[config.mk]
export PLATFORM = sky130hd
export DESIGN_NAME = wash_controller_flat
export DESIGN_NICKNAME = d
export VERILOG_FILES = /design/src/rtl/wash_pkg.sv /design/src/rtl/wash_controller_if.sv /design/src/rtl/wash_controller.sv /design/src/flat_wrapper.sv
export SDC_FILE = /design/constraint.sdc
export NUM_CORES = 1
export LEC_CHECK = 0
export CAP_MARGIN = 30
export CORE_ASPECT_RATIO = 0.5
export CORE_UTILIZATION = 30
export CTS_CLUSTER_SIZE = 25
export DETAILED_ROUTE_END_ITERATION = 7
export PLACE_DENSITY = 0.54
export SETUP_SLACK_MARGIN = 0.5
export SYNTH_ARGS = -nofsm -noshare
export SYNTH_HDL_FRONTEND = slang
export SYNTH_SLANG_ARGS = --single-unit
export TNS_END_PERCENT = 1
[constraint.sdc]
create_clock -name clk -period 2.4 [get_ports clk]
set_input_delay 0.48 -clock clk [delete_from_list [all_inputs] [get_ports clk]]
set_output_delay 0.48 -clock clk [all_outputs]
set_load 0.05 [all_outputs]
[src/rtl/wash_pkg.sv]
// Shared definitions for the washing-machine datapath: state encoding,
// load-size codes and the state-to-actuator decode used by the controller.
package wash_pkg;

  typedef enum logic [2:0] {
    IDLE  = 3'd0,
    LOCK  = 3'd1,
    FILL  = 3'd2,
    WASH  = 3'd3,
    RINSE = 3'd4,
    SPIN  = 3'd5,
    DONE  = 3'd6,
    FAULT = 3'd7
  } state_t;

  localparam logic [1:0] LOAD_S = 2'd0;
  localparam logic [1:0] LOAD_M = 2'd1;
  localparam logic [1:0] LOAD_L = 2'd2;

  typedef struct packed {
    logic doorLock;
    logic fillValve;
    logic motorWash;
    logic motorSpin;
    logic done;
    logic fault;
  } act_t;

  localparam act_t ACT_OFF   = 6'b00_0000;
  localparam act_t ACT_LOCK  = 6'b10_0000;
  localparam act_t ACT_FILL  = 6'b11_0000;
  localparam act_t ACT_WASH  = 6'b10_1000;
  localparam act_t ACT_RINSE = 6'b11_1000;
  localparam act_t ACT_SPIN  = 6'b10_0100;
  localparam act_t ACT_DONE  = 6'b00_0010;
  localparam act_t ACT_FAULT = 6'b00_0001;

  function automatic act_t stateActs(state_t s);
    act_t a;
    case (s)
      LOCK:    a = ACT_LOCK;
      FILL:    a = ACT_FILL;
      WASH:    a = ACT_WASH;
      RINSE:   a = ACT_RINSE;
      SPIN:    a = ACT_SPIN;
      DONE:    a = ACT_DONE;
      FAULT:   a = ACT_FAULT;
      default: a = ACT_OFF;
    endcase
    return a;
  endfunction

  // Code 3 is not a real load size; the timer only has three wash periods.
  function automatic logic [1:0] mapLoad(logic [1:0] sel);
    return (sel == 2'd3) ? LOAD_L : sel;
  endfunction

endpackage

[src/rtl/wash_controller_if.sv]
// Bundles the controller's request, timer-flag and actuator signals; the
// slave side is the controller, the master side is whatever drives it.
interface wash_controller_if #(
  parameter int ST_W = 3
);
  logic            start;
  logic            abort;
  logic            door_closed;
  logic [1:0]      load_sel;
  logic            td;
  logic            tf;
  logic            tr;
  logic            ts;
  logic            tw;
  logic [1:0]      load;
  logic            tmr_clr;
  logic            door_lock;
  logic            fill_valve;
  logic            motor_wash;
  logic            motor_spin;
  logic            done;
  logic            fault;
  logic [ST_W-1:0] state;

  modport master (
    output start, abort, door_closed, load_sel, td, tf, tr, ts, tw,
    input  load, tmr_clr, door_lock, fill_valve, motor_wash, motor_spin,
           done, fault, state
  );

  modport slave (
    input  start, abort, door_closed, load_sel, td, tf, tr, ts, tw,
    output load, tmr_clr, door_lock, fill_valve, motor_wash, motor_spin,
           done, fault, state
  );
endinterface

[src/rtl/wash_controller.sv]
// Wash program sequencer: walks LOCK..SPIN on the timer's expiry flags,
// repeats RINSE a configurable number of times and traps door-open faults.
module wash_controller
  import wash_pkg::*;
#(
  parameter int RINSES = 2,
  parameter int ST_W   = 3
) (
  input  logic        clk,
  input  logic        reset,
  wash_controller_if.slave bus
);

  localparam logic [1:0] LAST_RINSE = 2'(RINSES - 1);

  state_t     r_state;
  logic [1:0] r_rinseCnt;
  logic [1:0] r_load;
  logic       r_tmrClr;
  act_t       r_act;

  state_t     w_nextState;
  logic       w_reenter;
  logic       w_clrRinse;
  logic       w_incRinse;
  logic       w_latchLoad;
  logic       w_flagOk;
  logic       w_inProgram;

  // A flag seen while tmr_clr is high may be left over from the last phase.
  assign w_flagOk    = !r_tmrClr;
  assign w_inProgram = (r_state >= LOCK) && (r_state <= SPIN);

  always_comb begin
    w_nextState = r_state;
    w_reenter   = 1'b0;
    w_clrRinse  = 1'b0;
    w_incRinse  = 1'b0;
    w_latchLoad = 1'b0;
    if (bus.abort) begin
      w_nextState = IDLE;
      w_clrRinse  = 1'b1;
    end else if (w_inProgram && !bus.door_closed) begin
      w_nextState = FAULT;
    end else begin
      case (r_state)
        IDLE: if (bus.start && bus.door_closed) begin
          w_nextState = LOCK;
          w_latchLoad = 1'b1;
        end
        LOCK:  if (w_flagOk && bus.td) w_nextState = FILL;
        FILL:  if (w_flagOk && bus.tf) w_nextState = WASH;
        WASH:  if (w_flagOk && bus.tw) begin
          w_nextState = RINSE;
          w_clrRinse  = 1'b1;
        end
        RINSE: if (w_flagOk && bus.tr) begin
          if (r_rinseCnt == LAST_RINSE) begin
            w_nextState = SPIN;
          end else begin
            w_incRinse = 1'b1;
            w_reenter  = 1'b1;
          end
        end
        SPIN:  if (w_flagOk && bus.ts) w_nextState = DONE;
        DONE:  if (!bus.start) w_nextState = IDLE;
        FAULT: w_nextState = FAULT;
        default: w_nextState = IDLE;
      endcase
    end
  end

  // Actuators are registered from the next state so they stay pure Moore
  // outputs while still changing one cycle after the qualifying input.
  always_ff @(posedge clk) begin
    if (!reset) begin
      r_state    <= IDLE;
      r_rinseCnt <= 2'd0;
      r_load     <= LOAD_S;
      r_tmrClr   <= 1'b1;
      r_act      <= ACT_OFF;
    end else begin
      r_state  <= w_nextState;
      r_tmrClr <= (w_nextState != r_state) || w_reenter;
      r_act    <= stateActs(w_nextState);
      if (w_clrRinse) begin
        r_rinseCnt <= 2'd0;
      end else if (w_incRinse) begin
        r_rinseCnt <= r_rinseCnt + 2'd1;
      end
      if (w_latchLoad) begin
        r_load <= mapLoad(bus.load_sel);
      end
    end
  end

  assign bus.load       = r_load;
  assign bus.tmr_clr    = r_tmrClr;
  assign bus.door_lock  = r_act.doorLock;
  assign bus.fill_valve = r_act.fillValve;
  assign bus.motor_wash = r_act.motorWash;
  assign bus.motor_spin = r_act.motorSpin;
  assign bus.done       = r_act.done;
  assign bus.fault      = r_act.fault;
  assign bus.state      = ST_W'(r_state);

endmodule

[src/flat_wrapper.sv]
// flat-port wrapper written by rule: the top's interface ports become plain ports
module wash_controller_flat import wash_pkg::*;
#(
  parameter int RINSES = 2,
  parameter int ST_W   = 3
)
  (clk, reset, bus_start, bus_abort, bus_door_closed, bus_load_sel, bus_td, bus_tf, bus_tr, bus_ts, bus_tw, bus_load, bus_tmr_clr, bus_door_lock, bus_fill_valve, bus_motor_wash, bus_motor_spin, bus_done, bus_fault, bus_state);
  wash_controller_if #(.ST_W(ST_W)) bus_i ();
  input  logic clk;
  input  logic reset;
  input wire logic [$bits(bus_i.start)-1:0] bus_start;
  input wire logic [$bits(bus_i.abort)-1:0] bus_abort;
  input wire logic [$bits(bus_i.door_closed)-1:0] bus_door_closed;
  input wire logic [$bits(bus_i.load_sel)-1:0] bus_load_sel;
  input wire logic [$bits(bus_i.td)-1:0] bus_td;
  input wire logic [$bits(bus_i.tf)-1:0] bus_tf;
  input wire logic [$bits(bus_i.tr)-1:0] bus_tr;
  input wire logic [$bits(bus_i.ts)-1:0] bus_ts;
  input wire logic [$bits(bus_i.tw)-1:0] bus_tw;
  output wire logic [$bits(bus_i.load)-1:0] bus_load;
  output wire logic [$bits(bus_i.tmr_clr)-1:0] bus_tmr_clr;
  output wire logic [$bits(bus_i.door_lock)-1:0] bus_door_lock;
  output wire logic [$bits(bus_i.fill_valve)-1:0] bus_fill_valve;
  output wire logic [$bits(bus_i.motor_wash)-1:0] bus_motor_wash;
  output wire logic [$bits(bus_i.motor_spin)-1:0] bus_motor_spin;
  output wire logic [$bits(bus_i.done)-1:0] bus_done;
  output wire logic [$bits(bus_i.fault)-1:0] bus_fault;
  output wire logic [$bits(bus_i.state)-1:0] bus_state;
  assign bus_i.start = bus_start;
  assign bus_i.abort = bus_abort;
  assign bus_i.door_closed = bus_door_closed;
  assign bus_i.load_sel = bus_load_sel;
  assign bus_i.td = bus_td;
  assign bus_i.tf = bus_tf;
  assign bus_i.tr = bus_tr;
  assign bus_i.ts = bus_ts;
  assign bus_i.tw = bus_tw;
  assign bus_load = bus_i.load;
  assign bus_tmr_clr = bus_i.tmr_clr;
  assign bus_door_lock = bus_i.door_lock;
  assign bus_fill_valve = bus_i.fill_valve;
  assign bus_motor_wash = bus_i.motor_wash;
  assign bus_motor_spin = bus_i.motor_spin;
  assign bus_done = bus_i.done;
  assign bus_fault = bus_i.fault;
  assign bus_state = bus_i.state;
  wash_controller #(.RINSES(RINSES), .ST_W(ST_W)) u_core (.clk(clk), .reset(reset), .bus(bus_i));
endmodule
==> results of run 1 <==
metal layers:
layer  part of all wire [%]  vias up  GRT usage (%)
li1                       -      448              -
met3                    4.0        0           4.77
met2                     37       15           21.5
met4                      0        0           1.36
met1                     59      378           23.9
met5                      0        -              0
cells by family after synthesis:
logic type | Yosys count | share of synthesized area [%]
and+or+nand+nor | 45 | 30.3
AOI/OAI and AO/OA | 29 | 27.8
DFF | 14 | 31.6
buffers and inverters | 10 | 5.64
muxes | 2 | 2.26
xor gates and xnor gates | 1 | 0.987
adders and majority gates | 1 | 1.41
report_power, final:
| part | leakage (nW) | total (mW) | internal [mW] | switching [mW] |
|---|---|---|---|---|
| Clock | 0.0288 | 0.234 | 0.145 | 0.0883 |
| Sequential | 0.115 | 0.252 | 0.240 | 0.0125 |
| Combinational | 0.344 | 0.138 | 0.0682 | 0.0698 |
cells in the final DEF (no fill, tap or decap), types with 2 or more instances in the layout:
cell / n
nor3b_1: 2
o21ai_0: 2
o21a_1: 2
dfxtp_1: 10
nand3_1: 5
clkbuf_8: 4
a2111oi_2: 2
and2_1: 2
a21oi_1: 7
nor3_1: 4
a21o_1: 2
inv_1: 4
nand2b_1: 4
buf_4: 11
a211o_1: 2
mux2i_1: 2
nand4_1: 2
clkdlybuf4s50_1: 21
nand2_1: 2
o21ai_1: 2
dfxtp_2: 4
nor2_1: 10
nor2b_1: 4
sequential cells by signal, indices dropped and copies added, names as in the netlist:
| name | flops |
|---|---|
| u_core.bus.load | 2 |
| u_core.bus.fault | 1 |
| u_core.bus.done | 1 |
| u_core.bus.motor_spin | 1 |
| u_core.bus.motor_wash | 1 |
| u_core.bus.door_lock | 1 |
| u_core.bus.state | 3 |
| u_core.bus.tmr_clr | 1 |
| u_core.bus.fill_valve | 1 |
| u_core.r_rinseCnt | 2 |
cell type report:
cell class                      count  share of cell area, %
Tap cell                           37                   3.54
Inverter                            4                   1.15
Sequential cell                    14                   21.8
Clock buffer                        4                   4.21
Multi-Input combinational cell     78                   45.2
Timing Repair Buffer               34                   24.0
stage by stage:
| stage | TNS, ps | cells | hold WS [ps] | util [%] |
|---|---|---|---|---|
| floorplan | 0 | 102 | 491 | - |
| global placement | -29.7 | 167 | 455 | 45.0 |
| detailed placement | 0 | 167 | 459 | 45.0 |
| CTS | 0 | 171 | 470 | 47.0 |
| global route | 0 | 171 | 504 | 48.4 |
| finish | 0 | 171 | 466 | 48.4 |
worst min-delay path by stage:
stage	from	end	depth (start not counted)
global placement	u_core.bus.load[0]$_SDFFE_PN0P_	u_core.bus.load[0]$_SDFFE_PN0P_	2
finish	u_core.bus.load[0]$_SDFFE_PN0P_	u_core.bus.load[0]$_SDFFE_PN0P_	2
floorplan	u_core.r_rinseCnt[1]$_SDFFE_PP0P_	u_core.r_rinseCnt[1]$_SDFFE_PP0P_	2
global route	u_core.bus.load[0]$_SDFFE_PN0P_	u_core.bus.load[0]$_SDFFE_PN0P_	2
CTS	u_core.bus.load[0]$_SDFFE_PN0P_	u_core.bus.load[0]$_SDFFE_PN0P_	2
detailed placement	u_core.bus.load[0]$_SDFFE_PN0P_	u_core.bus.load[0]$_SDFFE_PN0P_	2
timing repair:
action	in CTS	in global routing
endpoints found under the setup margin	15	18
buffers inserted	0	0
pin swaps	3	1
resized for setup	1	8
==> metrics.md, run 1 <==
| Metric | Value |
|---|---|
| CP Capture Type | `primary output` |
| Post-synth EDFFs | `0` |
| Worst vdd ir | `~0.23 mV` |
| # fillers | `approximately 280` |
| Routed vias | `~840` |
| Count of cell types in the netlist | `45` |
| Max H-tree Level | `1` |
| Syn Nets | `~120` |
| Rows | `13` |
| Core area | `approximately 2700 µm²` |
| CP Capture Point | `bus_state[0]` |
| Tcrit/Tclk final | `89.6%` |
| Post-route DRC | `0` |
| Initial DRT Pass Iterations | `2` |
| Most used flip-flop cell after synthesis | `dfxtp_1` |
| Worst hold path type | `reg2reg` |
| Max-slew violation count | `0` |
| Worst path max stage delay | `~870 ps` |
| Area of the die | `~3200 µm²` |
| Yosys warns | `0` |
| R2R Path Start | `u_core.bus.state[1]$_SDFF_PN0_` |
| Routed vias/inst | `slightly below 5` |
| Count leader, synth | `dfxtp_1` |
| Top cell type by total area after synthesis | `dfxtp_1` |
| Ranking of synthesized cells by area | `dfxtp_1 (32%), nor2_1 (4.2%), a21oi_1 (3.9%), o32ai_4 (3.1%), a311oi_4 (3.0%)` |
| Mapped Cells | `around 100` |
| CP max stage cell | `clkdlybuf4s50_1` |
| Die Span Y | `a little over 40 µm` |
| Worst skew pair latency | `250 ps` |
| Gr usage total | `~16%` |
| Die Wd | `between 70 and 80 µm` |
| CP Data Arrival Time | `1670 ps` |
| R2r setup slk | `~480 ps` |
| Wire per inst | `between 10 and 15 µm` |
| CP Launch Type | `flip-flop` |
| Routed Antenna Nets | `0` |
| FF-to-FF path depth | `5` |
| Critical path launch point | `u_core.bus.state[0]$_SDFF_PN0_` |
| Post-synth top cells | `dfxtp_1 (14), nor2_1 (10), a21oi_1 (7), nand3_1 (5)` |
| Worst-path fanout max | `17` |
| Root Driver | `clkbuf_8` |
| Grt total ovfl | `0` |
| Initial Utilization | `about a third` |
| Power Density | `~480 nW/µm²` |
| Post-synthesis sequential area ratio | `between 30% and 40%` |
| Antenna violations before repair | `0` |
| Share of the synthesized area in the top cell type | `between 30% and 40%` |
| Fin crit period | `~2100 ps` |
| Hold Buf Count CTS | `0` |
| Crit path required time | `roughly 1900 ps` |
| Worst slew pin tran | `roughly 500 ps` |
| CTS tree | `built` |
| Share of cells above drive strength 1 | `between 20% and 30%` |
| Max-slew headroom | `between 60 and 70%` |
| Final Wtd Congestion | `around 0.78` |
| N_diodes | `0` |
| WP buf/inv | `1` |
| Post-layout instance area | `around 1300 µm²` |
| Final Hold Viols | `0` |
| Async S/R FF share, synth | `0%` |
| Post-Synthesis Cell Area | `887 µm²` |
| Area delta synth->final | `47.2%` |
| Synth Register Bits | `14` |
| Hpwl dp | `1.68 mm` |
| Dpl cell area | `around 1200 µm²` |
| PnR worst setup slack | `between 200 and 300 ps` |
| Post-Syn Area per Cell | `slightly below 9 µm²` |
| Clock buffer count from CTS | `3` |
| Routed wire length | `roughly 2.3 mm` |
| Vias in the first global route | `730` |
| Multi-input logic area | `between 500 and 600 µm²` |
| Pre-CTS setup slack | `around 4.4 ps` |
| RSZ-0062 raised after global routing | `true` |
| Status | `completed` |
| FF+latch area | `around 290 µm²` |
| Worst Skew | `~4.2 ps` |
| Clock Sinks | `14` |
| Initial DRC Count | `36` |
| Setup Crit Path Kind | `reg2out` |
| Max-Cap Viols | `0` |
| Lkg Pwr | `roughly 0.5 nW` |
| IO Pins | `24` |
| Crit path cell chain | `clkdlybuf4s50_1` |
| Largest net degree at the start of global routing | `21` |
| I/O Buffers | `23` |
| CP Depth | `1` |
| Final #Nets | `148` |
| Delay-heaviest family, CP | `buffers and inverters` |
| Clock buffer depth | `2` |
| Reg clk slew, reported paths | `60 ps` |
| Fmax achieved | `between 400 and 500 MHz` |
| RR Endpoint | `u_core.bus.fill_valve$_SDFF_PN0_` |
| Final Power | `624 µW` |
| Finish-stage setup viols | `0` |
| First-pass GRT wire length | `around 3.7 mm` |
Note: power is estimated with default switching activity, not from simulation.
==> run 2: changes to the inputs <==
- CORE_MARGIN: unset -> 2
==> run 2 against run 1 <==
Clock skew down 2.7 ps. Setup slack better by 35 ps. Largest cell class unchanged. Clock-buffer cell count unchanged. Critical path depth is 4 higher. Sequential share of layout area up 0.28 points. Die area grew 7.6%. Final area shrank 0.38%. Combinational power hardly changed. Global-route usage fell by 1.0 points. Utilization decreased by 0.19 points.
==> metrics.md, run 2 (synthesis gave the netlist of run 1 again) <==
| Metric | Value |
|---|---|
| Max-slew headroom | `65.6%` |
| Worst-path fanout max | `3` |
| Wire per inst | `13.9 µm` |
| Pre-CTS setup slack | `-18.7 ps` |
| Util after Layout | `approximately 48%` |
| Routed vias/inst | `between 5 and 6` |
| Max FFs per register | `3` |
| Hold Buf Count CTS | `0` |
| Largest net degree at the start of global routing | `21` |
| Status | `completed` |
| Worst hold path type | `reg2reg` |
| Clock buffer depth | `2` |
| Hpwl dp | `1.69 mm` |
| Area of the die | `3430 µm²` |
| CTS tree | `built` |
| Core area | `2700 µm²` |
| CP Capture Type | `flip-flop` |
| Final Wtd Congestion | `0.793` |
| Max-Cap Viols | `0` |
| Share of cells above drive strength 1 | `between 20% and 30%` |
| Crit path required time | `between 2000 and 3000 ps` |
| Clock buffer count from CTS | `3` |
| I/O Buffers | `23` |
| Final #Nets | `between 100 and 150` |
| CP Launch Type | `input pin` |
| RSZ-0062 raised after global routing | `true` |
| Routed wire length | `around 2.4 mm` |
| Finish-stage setup viols | `0` |
| Antenna violations before repair | `0` |
| Area delta synth->final | `46.7%` |
| Tcrit/Tclk final | `88.1%` |
| Reg clk slew, reported paths | `around 60 ps` |
| Gr usage total | `between 10% and 20%` |
| Fmax achieved | `roughly 470 MHz` |
| Worst skew pair latency | `between 200 and 300 ps` |
| IO Pins | `24` |
| Cell total after placement | `between 150 and 200` |
| Commonest non-fill, non-tap cell in the layout | `clkdlybuf4s50_1` |
| Post-layout instance area | `between 1000 and 1500 µm²` |
| CP Data Arrival Time | `approximately 2300 ps` |
| PnR worst setup slack | `around 290 ps` |
| Max H-tree Level | `1` |
| Routed Antenna Nets | `0` |
| Routed vias | `886` |
| Initial DRC Count | `just over 60` |
| Grt total ovfl | `0` |
| Final hold slack | `around 470 ps` |
| Initial DRT Pass Iterations | `4` |
| Setup bufs post-CTS | `0` |
| Clock Sinks | `14` |
| Die Wd | `80.9 µm` |
| Fin crit period | `2110 ps` |
| Die Span Y | `around 42 µm` |
| Worst Skew | `1.44 ps` |
| Lkg Pwr | `a little under 0.5 nW` |
| Final Power | `around 630 µW` |
| Setup Crit Path Kind | `in2reg` |
| Max-slew violation count | `0` |
| Final setup TNS | `0 ps` |
| Post-route DRC | `0` |
| Final Hold Viols | `0` |
| Worst vdd ir | `about 0.19 mV` |
| First-pass GRT wire length | `3.84 mm` |
| # fillers | `286` |
| Post-Layout Cell Count | `170` |
| Dpl cell area | `~1200 µm²` |
| Most frequent cells in the layout | `clkdlybuf4s50_1 (21), nor2_1 (10), buf_4 (10), dfxtp_1 (10), a21oi_1 (7)` |
| Power Density | `just under 500 nW/µm²` |
| Worst slew pin tran | `roughly 500 ps` |
| N_diodes | `0` |
| Initial Utilization | `roughly 33%` |
| Root Driver | `clkbuf_8` |
| Rows | `13` |
| Vias in the first global route | `between 700 and 800` |
run 2: cell types whose count changed in the layout (fill, tap and decap cells not counted), sizes merged:
| cell | delta |
|---|---|
| buf | -1 |
run 2: path summary, 6_finish.rpt:
kind / from / endpoint / slack [ps] / cells past startpoint
max: bus_tw / u_core.bus.fill_valve$_SDFF_PN0_ / 290 / 5
min reg2reg: u_core.bus.load[0]$_SDFFE_PN0P_ / u_core.bus.load[0]$_SDFFE_PN0P_ / 470 / 2
min: u_core.bus.load[0]$_SDFFE_PN0P_ / u_core.bus.load[0]$_SDFFE_PN0P_ / 470 / 2
max reg2reg: u_core.bus.state[1]$_SDFF_PN0_ / u_core.bus.fill_valve$_SDFF_PN0_ / 490 / 5
run 2: layout make-up:
cell class / instances / area (µm²) / share of cell area (%)
clock buffers: 4 / 55.1 / 4.23
inverters: 4 / 15.0 / 1.15
multi-input cells: 78 / 591 / 45.4
flip-flops and latches: 14 / 288 / 22.1
well taps: 37 / 46.3 / 3.56
repair buffers: 33 / 307 / 23.6
run 2: power by group:
| part | internal (mW) | leakage, nW | switching (mW) |
|---|---|---|---|
| combinational | 0.0671 | 0.338 | 0.0716 |
| clock | 0.146 | 0.0288 | 0.0923 |
| sequential | 0.239 | 0.115 | 0.0125 |
run 2: timing repair:
item	CTS	global route
gates resized for setup	1	9
cloned	0	0
pin swaps	3	0
endpoints found under the setup margin	15	16
run 2: worst max-delay path: stages:
cell and delay [ps]:
clkdlybuf4s50_1 480, or3b_2 460, a32oi_2 290, nand3_1 190
a2111oi_2 350
run 2: routing by layer:
metal	GRT usage (%)	up-vias	wire length (µm)
met2	19.5	16	938
met1	22.7	422	1310
li1	-	444	-
met5	0	-	0
met3	3.88	4	92
met4	4.07	0	27
==> run 3: changes to the inputs <==
- SLEW_MARGIN: unset -> 15
==> results of run 3 <==
The final DEF is identical to that of run 2; final timing and power are the same.
